===== config.mk =====
export PLATFORM = sky130hd
export DESIGN_NAME = p1_dec_shift
export DESIGN_NICKNAME = d
export VERILOG_FILES = /design/src/rtl/p1_dec_shift.sv
export SDC_FILE = /design/constraint.sdc
export NUM_CORES = 1
export LEC_CHECK = 0
export ABC_AREA = 0
export CORE_AREA = 2 2 39 41
export DETAILED_ROUTE_END_ITERATION = 10
export DIE_AREA = 0 0 41 43
export GPL_TIMING_DRIVEN = 0
export MAX_ROUTING_LAYER = met4
export PLACE_DENSITY_LB_ADDON = 0.1
export SYNTH_ARGS = -nofsm -noshare
export SYNTH_HDL_FRONTEND = slang
export SYNTH_SLANG_ARGS = --single-unit
export TNS_END_PERCENT = 1

===== constraint.sdc =====
create_clock -name clk -period 1.55 [get_ports clk]
set_input_delay 0.465 -clock clk [delete_from_list [all_inputs] [get_ports clk]]
set_output_delay 0.465 -clock clk [all_outputs]
set_load 0.005 [all_outputs]

===== src/rtl/p1_dec_shift.sv =====
// -----------------------------------------------------------------------------
// p1_dec_shift
//
// Purpose:
//    Decode-stage shift reference block. It shifts one constant operand
//    (A_VALUE) by a shared 3-bit amount through three parallel shifters:
//    left logical, left arithmetic and right arithmetic. Each shifter has
//    its own registered result. A one-cycle valid pulse marks every edge
//    at which a new result was captured.
//
// Ports:
//    clk       in   1      rising-edge clock for all state
//    rst       in   1      synchronous active-high reset (beats en)
//    in        in   3      shift amount 0..7 (5..7 all saturate)
//    en        in   1      sample strobe; when low the result registers hold
//    out_lls   out  WIDTH  registered A << in
//    out_las   out  WIDTH  registered A <<< in (same bits as out_lls)
//    out_ras   out  WIDTH  registered A >>> in (sign-filling)
//    out_valid out  1      high for one cycle after an edge with en=1
// -----------------------------------------------------------------------------
module p1_dec_shift #(
   parameter int               WIDTH   = 5,
   parameter logic [WIDTH-1:0] A_VALUE = 5'b10100
) (
   input  logic             clk,
   input  logic             rst,
   input  logic [2:0]       in,
   input  logic             en,
   output logic [WIDTH-1:0] out_lls,
   output logic [WIDTH-1:0] out_las,
   output logic [WIDTH-1:0] out_ras,
   output logic             out_valid
);

   // Logical left shift. Amounts at or beyond WIDTH push every bit out.
   function automatic logic [WIDTH-1:0] shl_f(input logic [WIDTH-1:0] a,
                                              input logic [2:0]       amt);
      logic [WIDTH-1:0] r;
      if (int'(amt) >= WIDTH) begin
         r = {WIDTH{1'b0}};
      end else begin
         r = a << amt;
      end
      return r;
   endfunction

   // Arithmetic right shift. Amounts at or beyond WIDTH leave only copies
   // of the sign bit, so they are handled explicitly.
   function automatic logic [WIDTH-1:0] sra_f(input logic [WIDTH-1:0] a,
                                              input logic [2:0]       amt);
      logic [WIDTH-1:0] r;
      if (int'(amt) >= WIDTH) begin
         r = {WIDTH{a[WIDTH-1]}};
      end else begin
         r = WIDTH'($signed(a) >>> amt);
      end
      return r;
   endfunction

   logic [WIDTH-1:0] lls_r;
   logic [WIDTH-1:0] las_r;
   logic [WIDTH-1:0] ras_r;
   logic             valid_r;

   logic [WIDTH-1:0] lls_s;
   logic [WIDTH-1:0] las_s;
   logic [WIDTH-1:0] ras_s;
   logic             valid_s;

   // Next-state selection: sample fresh results from the constant operand
   // when enabled, otherwise hold. The original A is always the source, so
   // nothing accumulates across cycles.
   always_comb begin
      lls_s   = lls_r;
      las_s   = las_r;
      ras_s   = ras_r;
      valid_s = 1'b0;
      if (en) begin
         lls_s   = shl_f(A_VALUE, in);
         // Left arithmetic shift ignores the sign, so it matches the logical one.
         las_s   = shl_f(A_VALUE, in);
         ras_s   = sra_f(A_VALUE, in);
         valid_s = 1'b1;
      end else begin
         lls_s   = lls_r;
         las_s   = las_r;
         ras_s   = ras_r;
         valid_s = 1'b0;
      end
   end

   // Result and valid registers with synchronous reset taking priority.
   always_ff @(posedge clk) begin
      if (rst) begin
         lls_r   <= {WIDTH{1'b0}};
         las_r   <= {WIDTH{1'b0}};
         ras_r   <= {WIDTH{1'b0}};
         valid_r <= 1'b0;
      end else begin
         lls_r   <= lls_s;
         las_r   <= las_s;
         ras_r   <= ras_s;
         valid_r <= valid_s;
      end
   end

   assign out_lls   = lls_r;
   assign out_las   = las_r;
   assign out_ras   = ras_r;
   assign out_valid = valid_r;

endmodule


==> flow_summary.yaml <==
synth:
  ys_top_cells_by_area: "dfxtp_1 47%, buf_4 14%, o211a_1 7.8%, nand2b_1 4.9%, or4b_4 3.6%"
  yosysMostFrequentCell: "dfxtp_1"
  ys_seq_elements: 9
  syn_avg_cell_area_um2: 10.1
  synth_edf_count: 0
  synth_top_area_share_pct: 46.9
  synth_cells: 38
  async_reset_ff_share_pct: 0
  synth_flop_cell: "dfxtp_1"
  post-synth-top-area-cell: "dfxtp_1"
  synth_cell_types: 16
  synthTopCellsByCount: "9 x dfxtp_1, 7 x buf_4, 3 x nand2b_1, 3 x nor2_1, 3 x o211a_1"
  ys_seq_area_share_pct: 46.9
  syn_area_um2: 384
  yosysWarnings: 0
finish:
  finalInstanceArea_um2: 603
  drive_gt1_share_pct: 29.0
  area_delta_synth_final_pct: 57.0
  finish.net_count: 69
  fillers: 149
  final-instance-count-excl-fill: 78
  antennaDiodeCount: 0
sta:
  setup_ws_ps: 43.7
  skew_ps: 0
  slew_violations: 0
  finalSetupViolations: 0
  period_minus_slack_ps: 1510
  rsz0062_at_grt: "no"
  tns_ps: 0
  final.period_utilization_pct: 97.2
  finalHoldViolCount: 0
  fmax_mhz: 664
drt:
  ant_nets: 0
  wl_um: 657
  drt_pass1_iterations: 2
  wire_per_inst_um: 8.42
  drc: 0
  dr.first_iter.drc_count: 6
  vias: 307
  vias_per_cell: 3.94
worst_setup_path:
  startpoint_type: "register"
  crit_family: "buffers and inverters"
  cp.buffers_inverters: 1
  cp_cell_sequence: "clkdlybuf4s50_1"
  path_max_fanout: 1
  worstPathArrival_ps: 1040
  end_kind: "output port"
  cpMaxStageDelayCell: "clkdlybuf4s50_1"
  cp.required_ps: 1080
  critPathMaxStageDelay_ps: 480
  worstSetupPathType: "reg2out"
place:
  globalplace.congestion: 0.685
  io_buffers: 17
  placed_area_um2: 586
  place_inst: 74
  pre_cts_slack_ps: -163
floorplan:
  rows: 14
  start_util_pct: 27.8
  dieHeight_um: 43
  die_area_um2: 1760
  coreArea_um2: 1380
  die_w_um: 41
  io_pins: 22
run_status:
  status: "finished, final reports clean"
worst_hold_path:
  hp-class: "reg2reg"
clock_network:
  clkLatencyLatePin_ps: 260
  post_cts.repair.setup_buffers: 0
  cts_root_buffer: "clkbuf_4"
  clock-sinks: 9
  htreeDepth: 1
  numCtsBuffers: 3
  cts_tree: "built"
  cts_hold_buf: 0
  cts_buffer_depth: 2
  cts.clk_slew.worst_paths_ps: 60
power:
  ir_drop_v: 0.000663
  p_per_area_nw_per_um2: 830
  total_power_uw: 501
  p_leak_nw: 0.320
global_route:
  grtUsageTotal_pct: 10.7
  grt_pass1_wl_um: 1150
  grt_start_max_net_pins: 11
  antenna_found_initial: 0
  gr-total-overflow: 0
  grt_pass1_vias: 277
job:
  timing.max_cap.violations: 0
## repair_timing
action / in CTS / in global routing
setup endpoints to repair: 10 / 1
resized for setup: 13 / 1
pin swaps: 0 / 0
## layer usage
| metal | vias up | routed length, µm | global-route usage (%) |
|---|---|---|---|
| met5 | - | 0 | - |
| met4 | 0 | 10 | 8.00 |
| met3 | 2 | 64 | 7.85 |
| met2 | 13 | 317 | 14.7 |
| met1 | 128 | 264 | 9.51 |
| li1 | 164 | - | - |
## logic make-up after synthesis
family / synth area share, %
buffers and inverters: 16.9
flip-flops: 46.9
other: 0.976
AND/OR/NAND/NOR: 20.2
AO/OA/AOI/OAI: 15.0
## worst paths after layout
| kind | start | end | slack, ps | depth (start not counted) |
|---|---|---|---|---|
| min | out_ras[4] | out_ras[4] | 470 | 2 |
| max | out_valid | out_valid | 40 | 1 |
| min reg2reg | out_ras[4] | out_ras[4] | 470 | 2 |
| max reg2reg | out_ras[0] | out_ras[0] | 890 | 2 |
## worst register-to-register path, delay by kind of cell (launching register included)
kind | cells | cell delay (ps)
DFF | 1 | 320
AOI/OAI and AO/OA | 1 | 210
and+or+nand+nor | 1 | 40
## final cells by class
cell class	instances	area [µm²]	area share, %
timing repair buffer	17	158	26.1
tap	16	20.0	3.32
multi-input combinational	22	150	24.9
buffer	8	57.6	9.54
clock buffer	4	26.3	4.36
inverter	2	7.51	1.24
sequential	9	184	30.5
## state kept, by name, indices dropped and copies added (netlist names)
signal / cells
out_valid: 1
out_ras: 5
out_las: 3
## report_power, final
group | switching, mW | internal [mW]
logic | 0.0276 | 0.0498
registers | 0.00572 | 0.245
clock network | 0.0736 | 0.0987
total | 0.107 | 0.394
## cells in the final DEF (no fill, tap or decap), types with 2 or more instances in the layout
cell	n
dfxtp_1	6
nand2b_1	3
dfxtp_2	3
clkbuf_4	3
a21oi_1	2
o211a_1	3
clkdlybuf4s50_1	6
inv_1	2
buf_4	9
nor2_1	3
conb_1	4
dlygate4sd2_1	8
## metrics by stage
step,hold WS [ps],utilization (%)
6_report,468,43.6
5_1_grt,484,43.6
4_1_cts,466,43.4
3_5_place_dp,455,42.3
3_3_place_gp,447,42.3
2_1_floorplan,458,-
Power figures use the tool's default switching activity.
